File: config.mk
export PLATFORM = sky130hd
export DESIGN_NAME = mesi_isc_broad_snoop_cntl_flat
export DESIGN_NICKNAME = d
export VERILOG_FILES = /design/src/rtl/mesi_isc_broad_snoop_cntl_if.sv /design/src/rtl/mesi_isc_broad_snoop_cntl.sv /design/src/flat_wrapper.sv
export SDC_FILE = /design/constraint.sdc
export NUM_CORES = 1
export LEC_CHECK = 0
export CAP_MARGIN = 20
export CORE_MARGIN = 2
export CORE_UTILIZATION = 50
export DETAILED_ROUTE_END_ITERATION = 7
export DONT_BUFFER_PORTS = 1
export GPL_TIMING_DRIVEN = 0
export HOLD_SLACK_MARGIN = 0.02
export PLACE_DENSITY = 0.69
export SYNTH_ARGS = -nofsm -noshare
export SYNTH_HDL_FRONTEND = slang
export SYNTH_SLANG_ARGS = --single-unit
File: constraint.sdc
create_clock -name clk -period 2.97 [get_ports clk]
set_input_delay 0.594 -clock clk [delete_from_list [all_inputs] [get_ports clk]]
set_output_delay 0.594 -clock clk [all_outputs]
set_load 0.005 [all_outputs]
File: src/rtl/mesi_isc_broad_snoop_cntl_if.sv
// Bus bundle between the broadcast FIFO / coherence bus and the snoop controller.
// The slave modport is the controller's view; master is the environment driving it.
interface mesi_isc_broad_snoop_cntl_if #(
  parameter int CBUS_CMD_WIDTH   = 3,
  parameter int ADDR_WIDTH       = 32,
  parameter int BROAD_TYPE_WIDTH = 2,
  parameter int BROAD_ID_WIDTH   = 7
);
  logic                        broad_fifo_status_empty_i;
  logic [ADDR_WIDTH-1:0]       broad_addr_i;
  logic [BROAD_TYPE_WIDTH-1:0] broad_type_i;
  logic [1:0]                  broad_cpu_id_i;
  logic [BROAD_ID_WIDTH-1:0]   broad_id_i;
  logic [3:0]                  cbus_ack_array_i;
  logic                        broad_fifo_rd_o;
  logic [4*CBUS_CMD_WIDTH-1:0] cbus_cmd_array_o;
  logic [ADDR_WIDTH-1:0]       cbus_addr_o;
  logic                        broad_done_o;
  logic [BROAD_ID_WIDTH-1:0]   broad_done_id_o;
  logic                        broad_err_o;
  logic                        busy_o;

  modport slave (
    input  broad_fifo_status_empty_i,
    input  broad_addr_i,
    input  broad_type_i,
    input  broad_cpu_id_i,
    input  broad_id_i,
    input  cbus_ack_array_i,
    output broad_fifo_rd_o,
    output cbus_cmd_array_o,
    output cbus_addr_o,
    output broad_done_o,
    output broad_done_id_o,
    output broad_err_o,
    output busy_o
  );

  modport master (
    output broad_fifo_status_empty_i,
    output broad_addr_i,
    output broad_type_i,
    output broad_cpu_id_i,
    output broad_id_i,
    output cbus_ack_array_i,
    input  broad_fifo_rd_o,
    input  cbus_cmd_array_o,
    input  cbus_addr_o,
    input  broad_done_o,
    input  broad_done_id_o,
    input  broad_err_o,
    input  busy_o
  );
endinterface

File: src/rtl/mesi_isc_broad_snoop_cntl.sv
// Broadcast snoop controller: pops one broadcast entry, snoops the other three CPUs,
// then enables the initiator and retires the entry with a done/err pulse.
module mesi_isc_broad_snoop_cntl #(
  parameter int CBUS_CMD_WIDTH   = 3,
  parameter int ADDR_WIDTH       = 32,
  parameter int BROAD_TYPE_WIDTH = 2,
  parameter int BROAD_ID_WIDTH   = 7
) (
  input logic                        clk,
  input logic                        rst,
  mesi_isc_broad_snoop_cntl_if.slave bus
);

  localparam int NUM_CPU   = 4;
  localparam int CMD_ARR_W = NUM_CPU * CBUS_CMD_WIDTH;

  localparam logic [CBUS_CMD_WIDTH-1:0] CMD_NOP      = '0;
  localparam logic [CBUS_CMD_WIDTH-1:0] CMD_WR_SNOOP = CBUS_CMD_WIDTH'(1);
  localparam logic [CBUS_CMD_WIDTH-1:0] CMD_RD_SNOOP = CBUS_CMD_WIDTH'(2);
  localparam logic [CBUS_CMD_WIDTH-1:0] CMD_EN_WR    = CBUS_CMD_WIDTH'(3);
  localparam logic [CBUS_CMD_WIDTH-1:0] CMD_EN_RD    = CBUS_CMD_WIDTH'(4);

  localparam logic [BROAD_TYPE_WIDTH-1:0] TYPE_WR = BROAD_TYPE_WIDTH'(1);
  localparam logic [BROAD_TYPE_WIDTH-1:0] TYPE_RD = BROAD_TYPE_WIDTH'(2);

  typedef enum logic [1:0] {
    IDLE,
    SNOOP,
    ENABLE,
    POP
  } state_t;

  state_t                      state_q, state_d;
  logic [ADDR_WIDTH-1:0]       addr_q, addr_d;
  logic [BROAD_TYPE_WIDTH-1:0] type_q, type_d;
  logic [1:0]                  cpu_q, cpu_d;
  logic [BROAD_ID_WIDTH-1:0]   id_q, id_d;
  logic [NUM_CPU-1:0]          ack_pending_q, ack_pending_d;
  logic [CMD_ARR_W-1:0]        cmd_q, cmd_d;
  logic                        fifo_rd_q, fifo_rd_d;
  logic                        done_q, done_d;
  logic [BROAD_ID_WIDTH-1:0]   done_id_q, done_id_d;
  logic                        err_q, err_d;
  logic                        busy_q, busy_d;

  logic [NUM_CPU-1:0]          init_mask;
  logic [NUM_CPU-1:0]          pending_after_ack;

  function automatic logic type_valid(input logic [BROAD_TYPE_WIDTH-1:0] t);
    return (t == TYPE_WR) || (t == TYPE_RD);
  endfunction

  function automatic logic [CMD_ARR_W-1:0] snoop_cmds(
    input logic [NUM_CPU-1:0]          mask,
    input logic [BROAD_TYPE_WIDTH-1:0] t
  );
    logic [CMD_ARR_W-1:0] v;
    v = '0;
    for (int j = 0; j < NUM_CPU; j++) begin
      if (mask[j]) begin
        v[j*CBUS_CMD_WIDTH +: CBUS_CMD_WIDTH] = (t == TYPE_WR) ? CMD_WR_SNOOP : CMD_RD_SNOOP;
      end
    end
    return v;
  endfunction

  function automatic logic [CMD_ARR_W-1:0] enable_cmd(
    input logic [1:0]                  cpu,
    input logic [BROAD_TYPE_WIDTH-1:0] t
  );
    logic [CMD_ARR_W-1:0] v;
    v = '0;
    v[int'(cpu)*CBUS_CMD_WIDTH +: CBUS_CMD_WIDTH] = (t == TYPE_WR) ? CMD_EN_WR : CMD_EN_RD;
    return v;
  endfunction

  // Every CPU except the initiator owes a snoop ack; acks only retire pending bits.
  assign init_mask         = 4'b1111 & ~(4'b0001 << bus.broad_cpu_id_i);
  assign pending_after_ack = ack_pending_q & ~bus.cbus_ack_array_i;

  always_comb begin
    state_d       = state_q;
    addr_d        = addr_q;
    type_d        = type_q;
    cpu_d         = cpu_q;
    id_d          = id_q;
    ack_pending_d = ack_pending_q;
    cmd_d         = {CMD_ARR_W{1'b0}};
    fifo_rd_d     = 1'b0;
    done_d        = 1'b0;
    done_id_d     = done_id_q;
    err_d         = 1'b0;

    unique case (state_q)
      IDLE: begin
        if (!bus.broad_fifo_status_empty_i) begin
          addr_d = bus.broad_addr_i;
          type_d = bus.broad_type_i;
          cpu_d  = bus.broad_cpu_id_i;
          id_d   = bus.broad_id_i;
          if (type_valid(bus.broad_type_i)) begin
            ack_pending_d = init_mask;
            cmd_d         = snoop_cmds(init_mask, bus.broad_type_i);
            state_d       = SNOOP;
          end else begin
            // Invalid entries skip the bus entirely and retire with an error flag.
            ack_pending_d = '0;
            fifo_rd_d     = 1'b1;
            done_d        = 1'b1;
            done_id_d     = bus.broad_id_i;
            err_d         = 1'b1;
            state_d       = POP;
          end
        end
      end

      SNOOP: begin
        ack_pending_d = pending_after_ack;
        if (pending_after_ack == '0) begin
          cmd_d   = enable_cmd(cpu_q, type_q);
          state_d = ENABLE;
        end else begin
          cmd_d = snoop_cmds(pending_after_ack, type_q);
        end
      end

      ENABLE: begin
        if (bus.cbus_ack_array_i[cpu_q]) begin
          fifo_rd_d = 1'b1;
          done_d    = 1'b1;
          done_id_d = id_q;
          err_d     = !type_valid(type_q);
          state_d   = POP;
        end else begin
          cmd_d = enable_cmd(cpu_q, type_q);
        end
      end

      POP: begin
        state_d = IDLE;
      end

      default: begin
        state_d = IDLE;
      end
    endcase

    busy_d = (state_d != IDLE);
  end

  always_ff @(posedge clk or negedge rst) begin
    if (!rst) begin
      state_q       <= IDLE;
      addr_q        <= '0;
      type_q        <= '0;
      cpu_q         <= '0;
      id_q          <= '0;
      ack_pending_q <= '0;
      cmd_q         <= '0;
      fifo_rd_q     <= 1'b0;
      done_q        <= 1'b0;
      done_id_q     <= '0;
      err_q         <= 1'b0;
      busy_q        <= 1'b0;
    end else begin
      state_q       <= state_d;
      addr_q        <= addr_d;
      type_q        <= type_d;
      cpu_q         <= cpu_d;
      id_q          <= id_d;
      ack_pending_q <= ack_pending_d;
      cmd_q         <= cmd_d;
      fifo_rd_q     <= fifo_rd_d;
      done_q        <= done_d;
      done_id_q     <= done_id_d;
      err_q         <= err_d;
      busy_q        <= busy_d;
    end
  end

  assign bus.broad_fifo_rd_o  = fifo_rd_q;
  assign bus.cbus_cmd_array_o = cmd_q;
  assign bus.cbus_addr_o      = addr_q;
  assign bus.broad_done_o     = done_q;
  assign bus.broad_done_id_o  = done_id_q;
  assign bus.broad_err_o      = err_q;
  assign bus.busy_o           = busy_q;

endmodule
File: src/flat_wrapper.sv
// flat-port wrapper written by rule: the top's interface ports become plain ports
module mesi_isc_broad_snoop_cntl_flat 
#(
  parameter int CBUS_CMD_WIDTH   = 3,
  parameter int ADDR_WIDTH       = 32,
  parameter int BROAD_TYPE_WIDTH = 2,
  parameter int BROAD_ID_WIDTH   = 7
)
  (clk, rst, bus_broad_fifo_status_empty_i, bus_broad_addr_i, bus_broad_type_i, bus_broad_cpu_id_i, bus_broad_id_i, bus_cbus_ack_array_i, bus_broad_fifo_rd_o, bus_cbus_cmd_array_o, bus_cbus_addr_o, bus_broad_done_o, bus_broad_done_id_o, bus_broad_err_o, bus_busy_o);
  mesi_isc_broad_snoop_cntl_if #(.CBUS_CMD_WIDTH(CBUS_CMD_WIDTH), .ADDR_WIDTH(ADDR_WIDTH), .BROAD_TYPE_WIDTH(BROAD_TYPE_WIDTH), .BROAD_ID_WIDTH(BROAD_ID_WIDTH)) bus_i ();
  input logic clk;
  input logic rst;
  input wire logic [$bits(bus_i.broad_fifo_status_empty_i)-1:0] bus_broad_fifo_status_empty_i;
  input wire logic [$bits(bus_i.broad_addr_i)-1:0] bus_broad_addr_i;
  input wire logic [$bits(bus_i.broad_type_i)-1:0] bus_broad_type_i;
  input wire logic [$bits(bus_i.broad_cpu_id_i)-1:0] bus_broad_cpu_id_i;
  input wire logic [$bits(bus_i.broad_id_i)-1:0] bus_broad_id_i;
  input wire logic [$bits(bus_i.cbus_ack_array_i)-1:0] bus_cbus_ack_array_i;
  output wire logic [$bits(bus_i.broad_fifo_rd_o)-1:0] bus_broad_fifo_rd_o;
  output wire logic [$bits(bus_i.cbus_cmd_array_o)-1:0] bus_cbus_cmd_array_o;
  output wire logic [$bits(bus_i.cbus_addr_o)-1:0] bus_cbus_addr_o;
  output wire logic [$bits(bus_i.broad_done_o)-1:0] bus_broad_done_o;
  output wire logic [$bits(bus_i.broad_done_id_o)-1:0] bus_broad_done_id_o;
  output wire logic [$bits(bus_i.broad_err_o)-1:0] bus_broad_err_o;
  output wire logic [$bits(bus_i.busy_o)-1:0] bus_busy_o;
  assign bus_i.broad_fifo_status_empty_i = bus_broad_fifo_status_empty_i;
  assign bus_i.broad_addr_i = bus_broad_addr_i;
  assign bus_i.broad_type_i = bus_broad_type_i;
  assign bus_i.broad_cpu_id_i = bus_broad_cpu_id_i;
  assign bus_i.broad_id_i = bus_broad_id_i;
  assign bus_i.cbus_ack_array_i = bus_cbus_ack_array_i;
  assign bus_broad_fifo_rd_o = bus_i.broad_fifo_rd_o;
  assign bus_cbus_cmd_array_o = bus_i.cbus_cmd_array_o;
  assign bus_cbus_addr_o = bus_i.cbus_addr_o;
  assign bus_broad_done_o = bus_i.broad_done_o;
  assign bus_broad_done_id_o = bus_i.broad_done_id_o;
  assign bus_broad_err_o = bus_i.broad_err_o;
  assign bus_busy_o = bus_i.busy_o;
  mesi_isc_broad_snoop_cntl #(.CBUS_CMD_WIDTH(CBUS_CMD_WIDTH), .ADDR_WIDTH(ADDR_WIDTH), .BROAD_TYPE_WIDTH(BROAD_TYPE_WIDTH), .BROAD_ID_WIDTH(BROAD_ID_WIDTH)) u_core (.clk(clk), .rst(rst), .bus(bus_i));
endmodule
==> metrics.txt, run 1 <==
# TYPE chip_impl_metric gauge
chip_impl_info{name="status",value="complete, no violations"} 1
chip_impl_metric{name="finalNonFillerCells",unit=""} 346
chip_impl_metric{name="critical-path-max-stage-delay",unit="ns"} 0.51
chip_impl_info{name="root_buffer",value="clkbuf_8"} 1
chip_impl_metric{name="totalNegativeSetupSlack",unit="ns"} 0
chip_impl_metric{name="port_buffers",unit=""} 0
chip_impl_metric{name="die_height",unit="µm"} 83.9
chip_impl_metric{name="num_vias",unit=""} 2047
chip_impl_metric{name="total_grt_usage",unit="%"} 19.4
chip_impl_metric{name="detailedPlacementHpwl",unit="µm"} 4610
chip_impl_metric{name="synth-seq-area-share",unit="%"} 55.7
chip_impl_metric{name="start_util",unit="%"} 50.8
chip_impl_info{name="crit-reg2reg-capture",value="u_core.bus.cbus_cmd_array_o[0]"} 1
chip_impl_metric{name="cp.arrival",unit="ns"} 2.21
chip_impl_metric{name="clk_path_buf_depth",unit=""} 2
chip_impl_metric{name="yosys.cell_types.count",unit=""} 40
chip_impl_metric{name="final_core_utilization",unit="%"} 55.5
chip_impl_info{name="synth_ff_type",value="dfrtp_1"} 1
chip_impl_metric{name="p_comb_share",unit="%"} 33.5
chip_impl_info{name="endpoint_kind",value="flip-flop"} 1
chip_impl_metric{name="switching_share",unit="%"} 35.5
chip_impl_metric{name="design.portCount",unit=""} 105
chip_impl_metric{name="max_freq",unit="MHz"} 507
chip_impl_metric{name="share_seq_of_total_power",unit="%"} 47.8
chip_impl_metric{name="cts_num_sinks",unit=""} 71
chip_impl_info{name="timing.rr.start",value="u_core.cpu_q[0]"} 1
chip_impl_metric{name="dieArea",unit="mm²"} 0.00704
chip_impl_info{name="tritoncts",value="built"} 1
chip_impl_metric{name="h_tree_depth",unit=""} 3
chip_impl_metric{name="mappedNetlistNets",unit=""} 311
chip_impl_info{name="worstHoldPathType",value="in -> async"} 1
chip_impl_metric{name="route.detailed.drc",unit=""} 0
chip_impl_metric{name="area_growth",unit="%"} 9.25
chip_impl_metric{name="antenna_cells",unit=""} 0
chip_impl_metric{name="place_inst",unit=""} 329
chip_impl_metric{name="detail_route.wl_per_cell",unit="µm"} 18.5
chip_impl_info{name="synth.area.top_cells",value="dfrtp_1 56%, mux2_2 15%, ha_1 3.5%, a221o_1 3.5%, o21ai_0 2.2%"} 1
chip_impl_metric{name="finalHoldViolations",unit=""} 0
chip_impl_metric{name="slew_headroom",unit="%"} 51.6
chip_impl_metric{name="p_switching",unit="mW"} 1.27
chip_impl_metric{name="clock_skew",unit="ns"} 0.00717
chip_impl_metric{name="gp_routability_congestion",unit=""} 0.854
chip_impl_metric{name="global_route_wire_length_before_repair",unit="µm"} 10600
chip_impl_metric{name="post_cts.repair.setup_buffers",unit=""} 0
chip_impl_metric{name="setup_viol",unit=""} 0
chip_impl_metric{name="core_area",unit="mm²"} 0.00628
chip_impl_metric{name="min_period_over_period",unit="%"} 66.4
chip_impl_metric{name="first_global_vias",unit=""} 2086
chip_impl_info{name="critical_path.cell_chain",value="inv_1, ha_1, nor3b_1, a31oi_1, o221ai_1"} 1
chip_impl_metric{name="clk_latency",unit="ns"} 0.34
chip_impl_metric{name="setup.reg_to_reg.worst_slack",unit="ns"} 1.0
chip_impl_info{name="synth_top_area_cell",value="dfrtp_1"} 1
chip_impl_metric{name="timing.critical_path.buf_inv",unit=""} 1
chip_impl_info{name="timing.critical_path.slowest_stage_cell",value="dfrtp_1"} 1
chip_impl_metric{name="fin_ws",unit="ns"} 0.998
chip_impl_metric{name="synthArstFlopShare",unit="%"} 100
chip_impl_metric{name="time_the_worst_path_needs_with_i_o_delays_and_setup",unit="ns"} 1.97
chip_impl_metric{name="leak_pwr",unit="nW"} 1.53
chip_impl_metric{name="cts_inserted_buffers",unit=""} 9
chip_impl_metric{name="drt-vias-per-instance",unit=""} 5.92
chip_impl_metric{name="number_of_drc_violations_after_detailed_routing_iteration_0",unit=""} 97
chip_impl_metric{name="synth.top_cell.area_share",unit="%"} 55.7
chip_impl_metric{name="intPower",unit="mW"} 2.31
chip_impl_metric{name="post_synth_inst_count",unit=""} 252
chip_impl_metric{name="post-place-ws",unit="ns"} 0.763
chip_impl_metric{name="mappedNetlistArea",unit="mm²"} 0.00319
chip_impl_metric{name="antenna_left",unit=""} 0
chip_impl_metric{name="post_cts_resized",unit=""} 0
chip_impl_metric{name="worst_vdd_rail_ir_drop",unit="mV"} 0.509
chip_impl_metric{name="overflow",unit=""} 0
chip_impl_info{name="cell_with_the_most_instances_after_synthesis",value="dfrtp_1"} 1
chip_impl_info{name="critical_path.top_delay_family",value="flip-flops"} 1
chip_impl_metric{name="maxCapViolations",unit=""} 0
chip_impl_metric{name="cts-hold-fix-buffers",unit=""} 1
chip_impl_metric{name="grt_antenna_before_repair",unit=""} 0
chip_impl_info{name="unrepaired_setup_endpoints_after_global_routing",value="false"} 1
chip_impl_metric{name="grt_max_degree",unit=""} 72
chip_impl_metric{name="critical_path_maximum_fanout",unit=""} 9
chip_impl_metric{name="final_max_slew_violation_count",unit=""} 0
chip_impl_metric{name="number_of_synthesized_flops_with_an_enable_pin",unit=""} 0
chip_impl_metric{name="flops_latches_synth",unit=""} 71
chip_impl_metric{name="power.density",unit="mW/mm²"} 1030
chip_impl_metric{name="drt_wl_total",unit="µm"} 6400
chip_impl_info{name="crit_path_start_kind",value="flip-flop"} 1
chip_impl_info{name="path_class",value="reg -> reg"} 1
chip_impl_metric{name="final_nets",unit=""} 323
chip_impl_metric{name="tightestPinTransition",unit="ns"} 0.719
chip_impl_info{name="synth.cells.most_frequent",value="71 x dfrtp_1, 42 x mux2_2, 14 x o21ai_0"} 1
chip_impl_metric{name="timing.critical_path.required",unit="ns"} 3.21
chip_impl_metric{name="synthesis_warning_total",unit=""} 0
chip_impl_metric{name="syn_avg_cell_area",unit="µm²"} 12.7
chip_impl_metric{name="r2r.worst_path.cells",unit=""} 5
chip_impl_metric{name="die_w",unit="µm"} 83.9
chip_impl_metric{name="rows",unit=""} 29
chip_impl_metric{name="power_frac_clock",unit="%"} 18.7
chip_impl_metric{name="post_route_cells_drive_above_1_share",unit="%"} 26.8
chip_impl_metric{name="cts_clock_pin_slew_for_the_worst_setup_and_hold_paths",unit="ns"} 0.08
chip_impl_metric{name="firstDrtPassIters",unit=""} 4
routing by layer:
layer | share of wire (%) | vias to the layer above | global-route usage [%]
met3 | 7.7 | 7 | 7.02
met4 | 0.87 | 0 | 6.45
met1 | 41 | 993 | 24.8
met2 | 51 | 103 | 30.8
li1 | - | 944 | -
met5 | 0 | - | 0
registers in the layout (all words and copies together), names as in the netlist:
name / cells
u_core.bus.cbus_addr_o: 32
u_core.bus.cbus_cmd_array_o: 12
u_core.bus.broad_done_id_o: 7
u_core.id_q: 7
u_core.ack_pending_q: 4
u_core.cpu_q: 2
u_core.state_q: 2
u_core.type_q: 2
u_core.bus.broad_err_o: 1
u_core.bus.broad_fifo_rd_o: 1
u_core.bus.busy_o: 1
cell usage in the layout, fill, tap and decap left out, drive strengths merged, types with 8 or more instances in the layout:
| cell type | instances |
|---|---|
| dfrtp | 71 |
| nor2 | 8 |
| clkbuf | 15 |
| mux2 | 42 |
| inv | 12 |
| ha | 9 |
| a221o | 11 |
| buf | 9 |
| o21ai | 14 |
stage by stage:
stage                     power (mW)  cell area (µm²)  hold WS [ns]
final                           3.58             3490         0.129
after global routing            3.85             3490         0.131
after CTS                       3.63             3490         0.133
after detailed placement        2.93             3290         0.299
after global placement          2.87             3290         0.300
after floorplan                 2.63             3190         0.298
cells by family (layout without fill, tap and decap cells):
| logic type | Yosys count | in the layout | synth area share [%] |
|---|---|---|---|
| buffers and inverters | 24 | 41 | 3.41 |
| AOI/OAI and AO/OA | 50 | 50 | 11.4 |
| muxes | 44 | 44 | 15.8 |
| adders and majority gates | 9 | 9 | 3.53 |
| and+or+nand+nor | 54 | 54 | 10.2 |
| DFF | 71 | 71 | 55.7 |
power by group through the flow:
stage	clock network [mW]	logic, mW	registers (mW)
floorplan	0	0.986	1.65
global placement	0	1.15	1.72
detailed placement	0	1.18	1.74
CTS	0.695	1.21	1.72
global route	0.732	1.35	1.76
finish	0.670	1.20	1.71
area by class of cell:
| class | count | area (µm²) |
|---|---|---|
| Fill cell | 518 | 2790 |
| Sequential cell | 71 | 1780 |
| Multi-Input combinational cell | 157 | 1310 |
| Clock buffer | 9 | 124 |
| Tap cell | 77 | 96.3 |
| Buffer | 14 | 71.3 |
| Clock inverter | 7 | 47.5 |
| Inverter | 10 | 37.5 |
| Timing Repair Buffer | 1 | 27.5 |
how the worst max path moves through the flow:
stage / startpoint / end / slack (ns) / depth (start not counted)
global placement: bus_broad_fifo_status_empty_i / u_core.bus.cbus_addr_o[30] / 0.81 / 5
detailed placement: bus_broad_fifo_status_empty_i / u_core.bus.cbus_addr_o[30] / 0.76 / 5
floorplan: bus_broad_fifo_status_empty_i / u_core.bus.cbus_addr_o[19] / 1.11 / 5
CTS: u_core.cpu_q[0] / u_core.bus.cbus_cmd_array_o[0] / 0.98 / 5
global route: u_core.cpu_q[0] / u_core.bus.cbus_cmd_array_o[0] / 0.81 / 5
finish: u_core.cpu_q[0] / u_core.bus.cbus_cmd_array_o[0] / 1.0 / 5
Note: power is estimated with default switching activity, not from simulation.
==> inputs of run 2 (changes only) <==
--- a/config.mk
+++ b/config.mk
@@ -12,7 +12,7 @@
 export DONT_BUFFER_PORTS = 1
 export GPL_TIMING_DRIVEN = 0
 export HOLD_SLACK_MARGIN = 0.02
-export PLACE_DENSITY = 0.69
+export PLACE_DENSITY = 0.72
 export SYNTH_ARGS = -nofsm -noshare
 export SYNTH_HDL_FRONTEND = slang
 export SYNTH_SLANG_ARGS = --single-unit
==> constraint.sdc (replaced) <==
create_clock -name clk -period 1.8 [get_ports clk]
set_input_delay 0.36 -clock clk [delete_from_list [all_inputs] [get_ports clk]]
set_output_delay 0.36 -clock clk [all_outputs]
set_load 0.005 [all_outputs]
==> run 2 against run 1 <==
- the run now ends with negative hold slack left
- total power grew 72%
- clock-buffer cell count grew 1
- die area is the same
- sequential power grew 66%
==> metrics.txt, run 2 (synthesis gave the netlist of run 1 again) <==
# TYPE chip_impl_metric gauge
chip_impl_info{name="status",value="finished with violations"} 1
chip_impl_info{name="violations_in_the_final_reports",value="negative hold slack"} 1
chip_impl_metric{name="die_height",unit="µm"} 83.9
chip_impl_metric{name="final_core_utilization",unit="%"} 56.2
chip_impl_metric{name="num_vias",unit=""} 2021
chip_impl_metric{name="min_period_over_period",unit="%"} 95.2
chip_impl_metric{name="setup_viol",unit=""} 0
chip_impl_metric{name="clk_path_buf_depth",unit=""} 2
chip_impl_metric{name="grtUsageMet2",unit="%"} 27.6
chip_impl_metric{name="r2r.worst_path.cells",unit=""} 5
chip_impl_metric{name="fin_ws",unit="ns"} 0.0862
chip_impl_info{name="endpoint_kind",value="flip-flop"} 1
chip_impl_metric{name="clock_skew",unit="ns"} 0.0109
chip_impl_metric{name="detailedPlacementHpwl",unit="µm"} 4490
chip_impl_metric{name="global_route.usage.met1",unit="%"} 26.0
chip_impl_metric{name="cts_num_sinks",unit=""} 71
chip_impl_metric{name="first_global_vias",unit=""} 2099
chip_impl_metric{name="setup.reg_to_reg.worst_slack",unit="ns"} 0.09
chip_impl_metric{name="grt_antenna_before_repair",unit=""} 0
chip_impl_metric{name="design.portCount",unit=""} 105
chip_impl_metric{name="slew_headroom",unit="%"} 50.8
chip_impl_metric{name="clk_latency",unit="ns"} 0.34
chip_impl_metric{name="timing.critical_path.required",unit="ns"} 2.07
chip_impl_metric{name="post_route_cells_drive_above_1_share",unit="%"} 28.6
chip_impl_metric{name="worst_vdd_rail_ir_drop",unit="mV"} 0.975
chip_impl_metric{name="num-fill-cells",unit=""} 521
chip_impl_info{name="path_class",value="reg -> reg"} 1
chip_impl_info{name="mostFrequentLayoutCell",value="dfrtp_1"} 1
chip_impl_metric{name="number_of_drc_violations_after_detailed_routing_iteration_0",unit=""} 159
chip_impl_metric{name="power.density",unit="mW/mm²"} 1740
chip_impl_metric{name="maxCapViolations",unit=""} 0
chip_impl_metric{name="rows",unit=""} 29
chip_impl_info{name="crit-reg2reg-capture",value="u_core.bus.broad_done_id_o[6]"} 1
chip_impl_metric{name="leak_pwr",unit="nW"} 1.54
chip_impl_metric{name="gp_routability_congestion",unit=""} 0.931
chip_impl_metric{name="whs",unit="ns"} -0.300
chip_impl_metric{name="cts_clock_pin_slew_for_the_worst_setup_and_hold_paths",unit="ns"} 0.08
chip_impl_metric{name="drt-vias-per-instance",unit=""} 5.84
chip_impl_metric{name="grt_max_degree",unit=""} 72
chip_impl_metric{name="core_area",unit="mm²"} 0.00628
chip_impl_info{name="globalRoute.busiestLayer",value="met2"} 1
chip_impl_metric{name="route.detailed.drc",unit=""} 0
chip_impl_metric{name="area_growth",unit="%"} 10.6
chip_impl_metric{name="final_nets",unit=""} 323
chip_impl_info{name="critical_path.cell_chain",value="mux4_2, and2_4, buf_6, a21oi_4, a221o_1"} 1
chip_impl_info{name="unrepaired_setup_endpoints_after_global_routing",value="false"} 1
chip_impl_info{name="crit_path_start_kind",value="flip-flop"} 1
chip_impl_metric{name="final_max_slew_violation_count",unit=""} 0
chip_impl_metric{name="finalHoldViolations",unit=""} 71
chip_impl_metric{name="port_buffers",unit=""} 0
chip_impl_metric{name="post-place-ws",unit="ns"} -0.166
chip_impl_metric{name="drt_wl_total",unit="µm"} 6300
chip_impl_info{name="worstHoldPathType",value="in -> async"} 1
chip_impl_info{name="layout.cells.most_common_list",value="69 x dfrtp_1, 42 x mux2_2, 14 x o21ai_0, 11 x a221o_1"} 1
chip_impl_info{name="timing.rr.start",value="u_core.cpu_q[0]"} 1
chip_impl_metric{name="largest_register_ff_count",unit=""} 32
chip_impl_metric{name="tightestPinTransition",unit="ns"} 0.732
chip_impl_metric{name="totalNegativeSetupSlack",unit="ns"} 0
chip_impl_metric{name="firstDrtPassIters",unit=""} 4
chip_impl_metric{name="grt_use_met3",unit="%"} 6.63
chip_impl_metric{name="critical-path-max-stage-delay",unit="ns"} 0.50
chip_impl_metric{name="max_freq",unit="MHz"} 584
chip_impl_info{name="timing.critical_path.slowest_stage_cell",value="mux4_2"} 1
chip_impl_metric{name="antenna_left",unit=""} 0
chip_impl_metric{name="cts_inserted_buffers",unit=""} 9
chip_impl_metric{name="cp.arrival",unit="ns"} 1.99
chip_impl_metric{name="antenna_cells",unit=""} 0
chip_impl_metric{name="critical_path_maximum_fanout",unit=""} 10
chip_impl_metric{name="time_the_worst_path_needs_with_i_o_delays_and_setup",unit="ns"} 1.71
chip_impl_metric{name="global_route_wire_length_before_repair",unit="µm"} 10600
chip_impl_metric{name="dieArea",unit="mm²"} 0.00704
chip_impl_metric{name="die_w",unit="µm"} 83.9
chip_impl_info{name="root_buffer",value="clkbuf_8"} 1
chip_impl_info{name="tritoncts",value="built"} 1
chip_impl_metric{name="h_tree_depth",unit=""} 3
chip_impl_metric{name="total_grt_usage",unit="%"} 19.3
chip_impl_metric{name="overflow",unit=""} 0
chip_impl_metric{name="start_util",unit="%"} 50.8
chip_impl_metric{name="detail_route.wl_per_cell",unit="µm"} 18.2
==> run 2: per-stage QoR <==
stage	power [mW]	area [µm²]	std cells
after floorplan	4.34	3190	252
after global placement	4.74	3290	329
after detailed placement	4.82	3290	329
after CTS	6.17	3510	346
after global routing	6.59	3530	346
final	6.16	3530	346
==> run 2: worst max-delay path, delay by kind of cell, from the launching register on <==
| kind | cells | cell delay (ns) |
|---|---|---|
| multiplexers | 1 | 0.50 |
| AND/OR/NAND/NOR | 1 | 0.17 |
| flip-flops | 1 | 0.40 |
| buffers and inverters | 1 | 0.14 |
| AO/OA/AOI/OAI | 2 | 0.43 |
==> run 2: layer usage <==
metal  wire length (µm)  share of wire [%]
met1               2770                 44
met2               2870                 45
met4                185                2.9
met3                477                7.6
met5                  0                  0
==> run 2: worst max-delay path by stage <==
stage,startpoint,endpoint,slack [ns],cells past startpoint
CTS,u_core.state_q[0],u_core.id_q[5],0.005,5
finish,u_core.cpu_q[0],u_core.bus.broad_done_id_o[6],0.09,5
detailed placement,u_core.cpu_q[0],u_core.bus.cbus_cmd_array_o[1],-0.17,5
global route,u_core.cpu_q[0],u_core.bus.cbus_cmd_array_o[8],0.01,5
floorplan,u_core.cpu_q[0],u_core.bus.broad_done_id_o[0],0.10,4
global placement,u_core.cpu_q[0],u_core.bus.cbus_cmd_array_o[1],-0.17,5
==> run 2: timing repair <==
action | CTS | global route
gates resized for setup | 5 | 4
pin swaps | 0 | 1
endpoints found under the hold margin | 71 | 71
setup endpoints to repair | 33 | 29
buffers inserted | 1 | 1
==> run 2: area by class of cell <==
type	count	area, µm²	area share, %
Clock buffer	10	138	3.90
Inverter	10	37.5	1.06
Sequential cell	71	1780	50.4
Clock inverter	6	67.6	1.91
Timing Repair Buffer	2	15.0	0.425
Tap cell	77	96.3	2.73
Multi-Input combinational cell	157	1320	37.4
Buffer	13	77.6	2.20
==> run 2: where the power goes <==
| part | switching (mW) | total [mW] | internal (mW) | leakage, nW |
|---|---|---|---|---|
| sequential | 0.535 | 2.84 | 2.31 | 0.871 |
| clock | 0.611 | 1.29 | 0.682 | 0.0989 |
| combinational | 0.953 | 2.02 | 1.07 | 0.567 |
| total | 2.10 | 6.16 | 4.06 | 1.54 |
==> inputs of run 3 (changes only) <==
--- a/config.mk
+++ b/config.mk
@@ -5,6 +5,7 @@
 export SDC_FILE = /design/constraint.sdc
 export NUM_CORES = 1
 export LEC_CHECK = 0
+export ABC_AREA = 1
 export CAP_MARGIN = 20
 export CORE_MARGIN = 2
 export CORE_UTILIZATION = 50
==> run 3 against run 2 <==
- the flow still finishes with violations (negative hold slack)
- cell count up 43%
- utilization up 0.20 points
- hold slack about the same
- design area up 1.5%
- non-clock buffer count down 3
- fmax up 5.8%
- total power up 0.39%
- wire length up 15%
- synthesized area up 2.6%
- die area up 2.5%
- synthesized cell count up 60%
- critical path type unchanged
- largest cell class unchanged
- largest power group unchanged
==> metrics.txt, run 3 <==
# TYPE chip_impl_metric gauge
chip_impl_info{name="status",value="finished with violations"} 1
chip_impl_info{name="violations_in_the_final_reports",value="negative hold slack"} 1
chip_impl_metric{name="global_route_wire_length_before_repair",unit="µm"} 11800
chip_impl_metric{name="num-fill-cells",unit=""} 588
chip_impl_metric{name="min_period_over_period",unit="%"} 90.0
chip_impl_metric{name="drt_wl_total",unit="µm"} 7260
chip_impl_metric{name="largest_register_ff_count",unit=""} 32
chip_impl_metric{name="power_frac_clock",unit="%"} 22.4
chip_impl_info{name="cell_with_the_most_instances_after_synthesis",value="nand2_1"} 1
chip_impl_info{name="root_buffer",value="clkbuf_8"} 1
chip_impl_info{name="path_class",value="reg -> reg"} 1
chip_impl_metric{name="post_cts.repair.setup_buffers",unit=""} 0
chip_impl_metric{name="first_global_vias",unit=""} 2476
chip_impl_metric{name="area_taken_by_multi_input_logic_gates",unit="mm²"} 0.00127
chip_impl_metric{name="clk_latency",unit="ns"} 0.34
chip_impl_metric{name="synthesis_warning_total",unit=""} 0
chip_impl_info{name="endpoint_kind",value="flip-flop"} 1
chip_impl_metric{name="die_w",unit="µm"} 84.9
chip_impl_metric{name="synthArstFlopShare",unit="%"} 100
chip_impl_info{name="synth_ff_type",value="dfrtp_1"} 1
chip_impl_metric{name="timing.critical_path.required",unit="ns"} 2.07
chip_impl_metric{name="num_vias",unit=""} 2556
chip_impl_metric{name="antenna_cells",unit=""} 0
chip_impl_metric{name="overflow",unit=""} 0
chip_impl_metric{name="port_buffers",unit=""} 0
chip_impl_metric{name="finalHoldViolations",unit=""} 71
chip_impl_metric{name="rows",unit=""} 29
chip_impl_metric{name="yosys.cell_types.count",unit=""} 19
chip_impl_metric{name="r2r.worst_path.cells",unit=""} 9
chip_impl_metric{name="gp_routability_congestion",unit=""} 0.902
chip_impl_metric{name="h_tree_depth",unit=""} 3
chip_impl_metric{name="die_height",unit="µm"} 84.9
chip_impl_info{name="tritoncts",value="built"} 1
chip_impl_metric{name="setup_viol",unit=""} 0
chip_impl_info{name="layout.cells.most_common_list",value="181 x nand2_1, 70 x dfrtp_1, 36 x inv_1, 31 x nand3_1, 22 x o21ai_0"} 1
chip_impl_metric{name="number_of_drc_violations_after_detailed_routing_iteration_0",unit=""} 143
chip_impl_metric{name="detailedPlacementHpwl",unit="µm"} 5220
chip_impl_info{name="synth_top_area_cell",value="dfrtp_1"} 1
chip_impl_info{name="unrepaired_setup_endpoints_after_global_routing",value="false"} 1
chip_impl_metric{name="mappedNetlistArea",unit="mm²"} 0.00327
chip_impl_metric{name="max_freq",unit="MHz"} 618
chip_impl_metric{name="p_switching",unit="mW"} 2.44
chip_impl_info{name="synth.area.top_cells",value="dfrtp_1 54%, nand2_1 21%, nand3_1 4.7%, inv_1 4.1%, ha_1 3.4%"} 1
chip_impl_metric{name="total_grt_usage",unit="%"} 21.0
chip_impl_metric{name="sequential_cell_area",unit="mm²"} 0.00178
chip_impl_metric{name="worst_vdd_rail_ir_drop",unit="mV"} 0.724
chip_impl_metric{name="core_area",unit="mm²"} 0.00635
chip_impl_metric{name="maxCapViolations",unit=""} 0
chip_impl_metric{name="slew_headroom",unit="%"} 72.4
chip_impl_metric{name="mappedNetlistNets",unit=""} 461
chip_impl_metric{name="syn_avg_cell_area",unit="µm²"} 8.14
chip_impl_metric{name="grt_antenna_before_repair",unit=""} 0
chip_impl_metric{name="cts_inserted_buffers",unit=""} 9
chip_impl_metric{name="flops_latches_synth",unit=""} 71
chip_impl_metric{name="final_nets",unit=""} 472
chip_impl_metric{name="post_synth_inst_count",unit=""} 402
chip_impl_metric{name="share_seq_of_total_power",unit="%"} 44.9
chip_impl_metric{name="whs",unit="ns"} -0.301
chip_impl_metric{name="drt-vias-per-instance",unit=""} 5.16
chip_impl_metric{name="power.density",unit="mW/mm²"} 1720
chip_impl_metric{name="start_util",unit="%"} 51.5
chip_impl_metric{name="grt_max_degree",unit=""} 72
chip_impl_metric{name="design.portCount",unit=""} 105
chip_impl_metric{name="totalNegativeSetupSlack",unit="ns"} 0
chip_impl_metric{name="cp.arrival",unit="ns"} 1.89
chip_impl_metric{name="clock_skew",unit="ns"} 0.0115
chip_impl_metric{name="antenna_left",unit=""} 0
chip_impl_metric{name="number_of_synthesized_flops_with_an_enable_pin",unit=""} 0
chip_impl_metric{name="cts_clock_pin_slew_for_the_worst_setup_and_hold_paths",unit="ns"} 0.08
chip_impl_metric{name="dieArea",unit="mm²"} 0.00721
chip_impl_metric{name="leak_pwr",unit="nW"} 1.96
chip_impl_metric{name="route.detailed.drc",unit=""} 0
chip_impl_metric{name="detail_route.wl_per_cell",unit="µm"} 14.7
chip_impl_metric{name="clk_path_buf_depth",unit=""} 2
chip_impl_metric{name="intPower",unit="mW"} 3.73
chip_impl_metric{name="firstDrtPassIters",unit=""} 4
chip_impl_metric{name="p_comb_share",unit="%"} 32.7
chip_impl_info{name="crit_path_start_kind",value="flip-flop"} 1
chip_impl_metric{name="area_growth",unit="%"} 9.48
chip_impl_metric{name="fin_total_pwr",unit="mW"} 6.18
chip_impl_metric{name="synth.top_cell.area_share",unit="%"} 54.3
chip_impl_info{name="worstHoldPathType",value="in -> async"} 1
chip_impl_metric{name="tightestPinTransition",unit="ns"} 0.415
chip_impl_metric{name="switching_share",unit="%"} 39.6
chip_impl_metric{name="time_the_worst_path_needs_with_i_o_delays_and_setup",unit="ns"} 1.62
chip_impl_metric{name="cts_num_sinks",unit=""} 71
chip_impl_metric{name="post_route_cells_drive_above_1_share",unit="%"} 9.57
chip_impl_metric{name="synth-seq-area-share",unit="%"} 54.3
chip_impl_info{name="mostFrequentLayoutCell",value="nand2_1"} 1
chip_impl_metric{name="final_max_slew_violation_count",unit=""} 0
chip_impl_info{name="synth.cells.most_frequent",value="181 x nand2_1, 71 x dfrtp_1, 36 x inv_1"} 1
chip_impl_metric{name="critical_path_maximum_fanout",unit=""} 8
-- run 3: worst paths after layout --
kind | startpoint | to | slack (ns)
max in group asynchronous | rst | u_core.cpu_q[0] | 1.97
min in group clk | bus_broad_addr_i[26] | u_core.bus.cbus_addr_o[26] | 0.12
setup / recovery | u_core.cpu_q[0] | u_core.bus.cbus_cmd_array_o[0] | 0.18
setup reg to reg | u_core.cpu_q[0] | u_core.bus.cbus_cmd_array_o[0] | 0.18
hold reg to reg | u_core.id_q[1] | u_core.id_q[1] | 0.49
hold / removal | rst | u_core.bus.cbus_cmd_array_o[2] | -0.30
-- run 3: final cells by class --
type                       instances  share of cell area, %
tap                               77                   2.69
clock inverter                     6                   2.37
sequential                        71                   49.6
inverter                          41                   4.29
clock buffer                      10                   3.56
buffer                            12                   2.03
multi-input combinational        278                   35.4
-- run 3: stage by stage --
step	area [µm²]	hold WS [ns]	utilization, %	cells	setup WS (ns)
final	3580	-0.301	56.4	495	0.181
after detailed placement	3370	0.0658	53.1	479	0.143
after floorplan	3270	0.0644	-	402	0.382
after CTS	3580	-0.310	56.4	495	0.120
after global placement	3370	0.0658	53.1	479	0.194
after global routing	3580	-0.313	56.4	495	0.0497
-- run 3: cell families after synthesis --
family                   synth area share [%]
AND/OR/NAND/NOR                          30.3
flip-flops                               54.3
buffers and inverters                    6.92
AO/OA/AOI/OAI                            5.08
adder cells (fa/ha/maj)                  3.44
-- run 3: critical path: stages, from the launching register on --
cell,delay [ns]
dfrtp_2,0.45
inv_2,0.10
ha_1,0.34
inv_1,0.08
nand3_1,0.11
nor2_1,0.16
nand3_1,0.13
nand2_1,0.09
inv_1,0.04
nand2_1,0.05
-- run 3: layer usage --
metal	wire (µm)	GRT usage (%)	share of wire, %	vias up
met4	150	9.96	2.1	0
li1	-	-	-	1266
met3	466	6.23	6.4	15
met5	0	0	0	-
met1	3110	27.0	43	1191
met2	3530	32.7	49	84
-- run 3: what timing repair did --
item,in CTS,in global routing
gates resized for setup,0,1
setup endpoints to repair,0,3
endpoints found under the hold margin,71,71
-- run 3: power by group through the flow --
stage               registers, mW  logic, mW  clock network (mW)
floorplan                    2.67       1.60                   0
global placement             2.79       1.95                   0
detailed placement           2.80       2.03                   0
CTS                          2.78       2.03                1.41
global route                 2.86       2.36                1.48
finish                       2.78       2.02                1.38
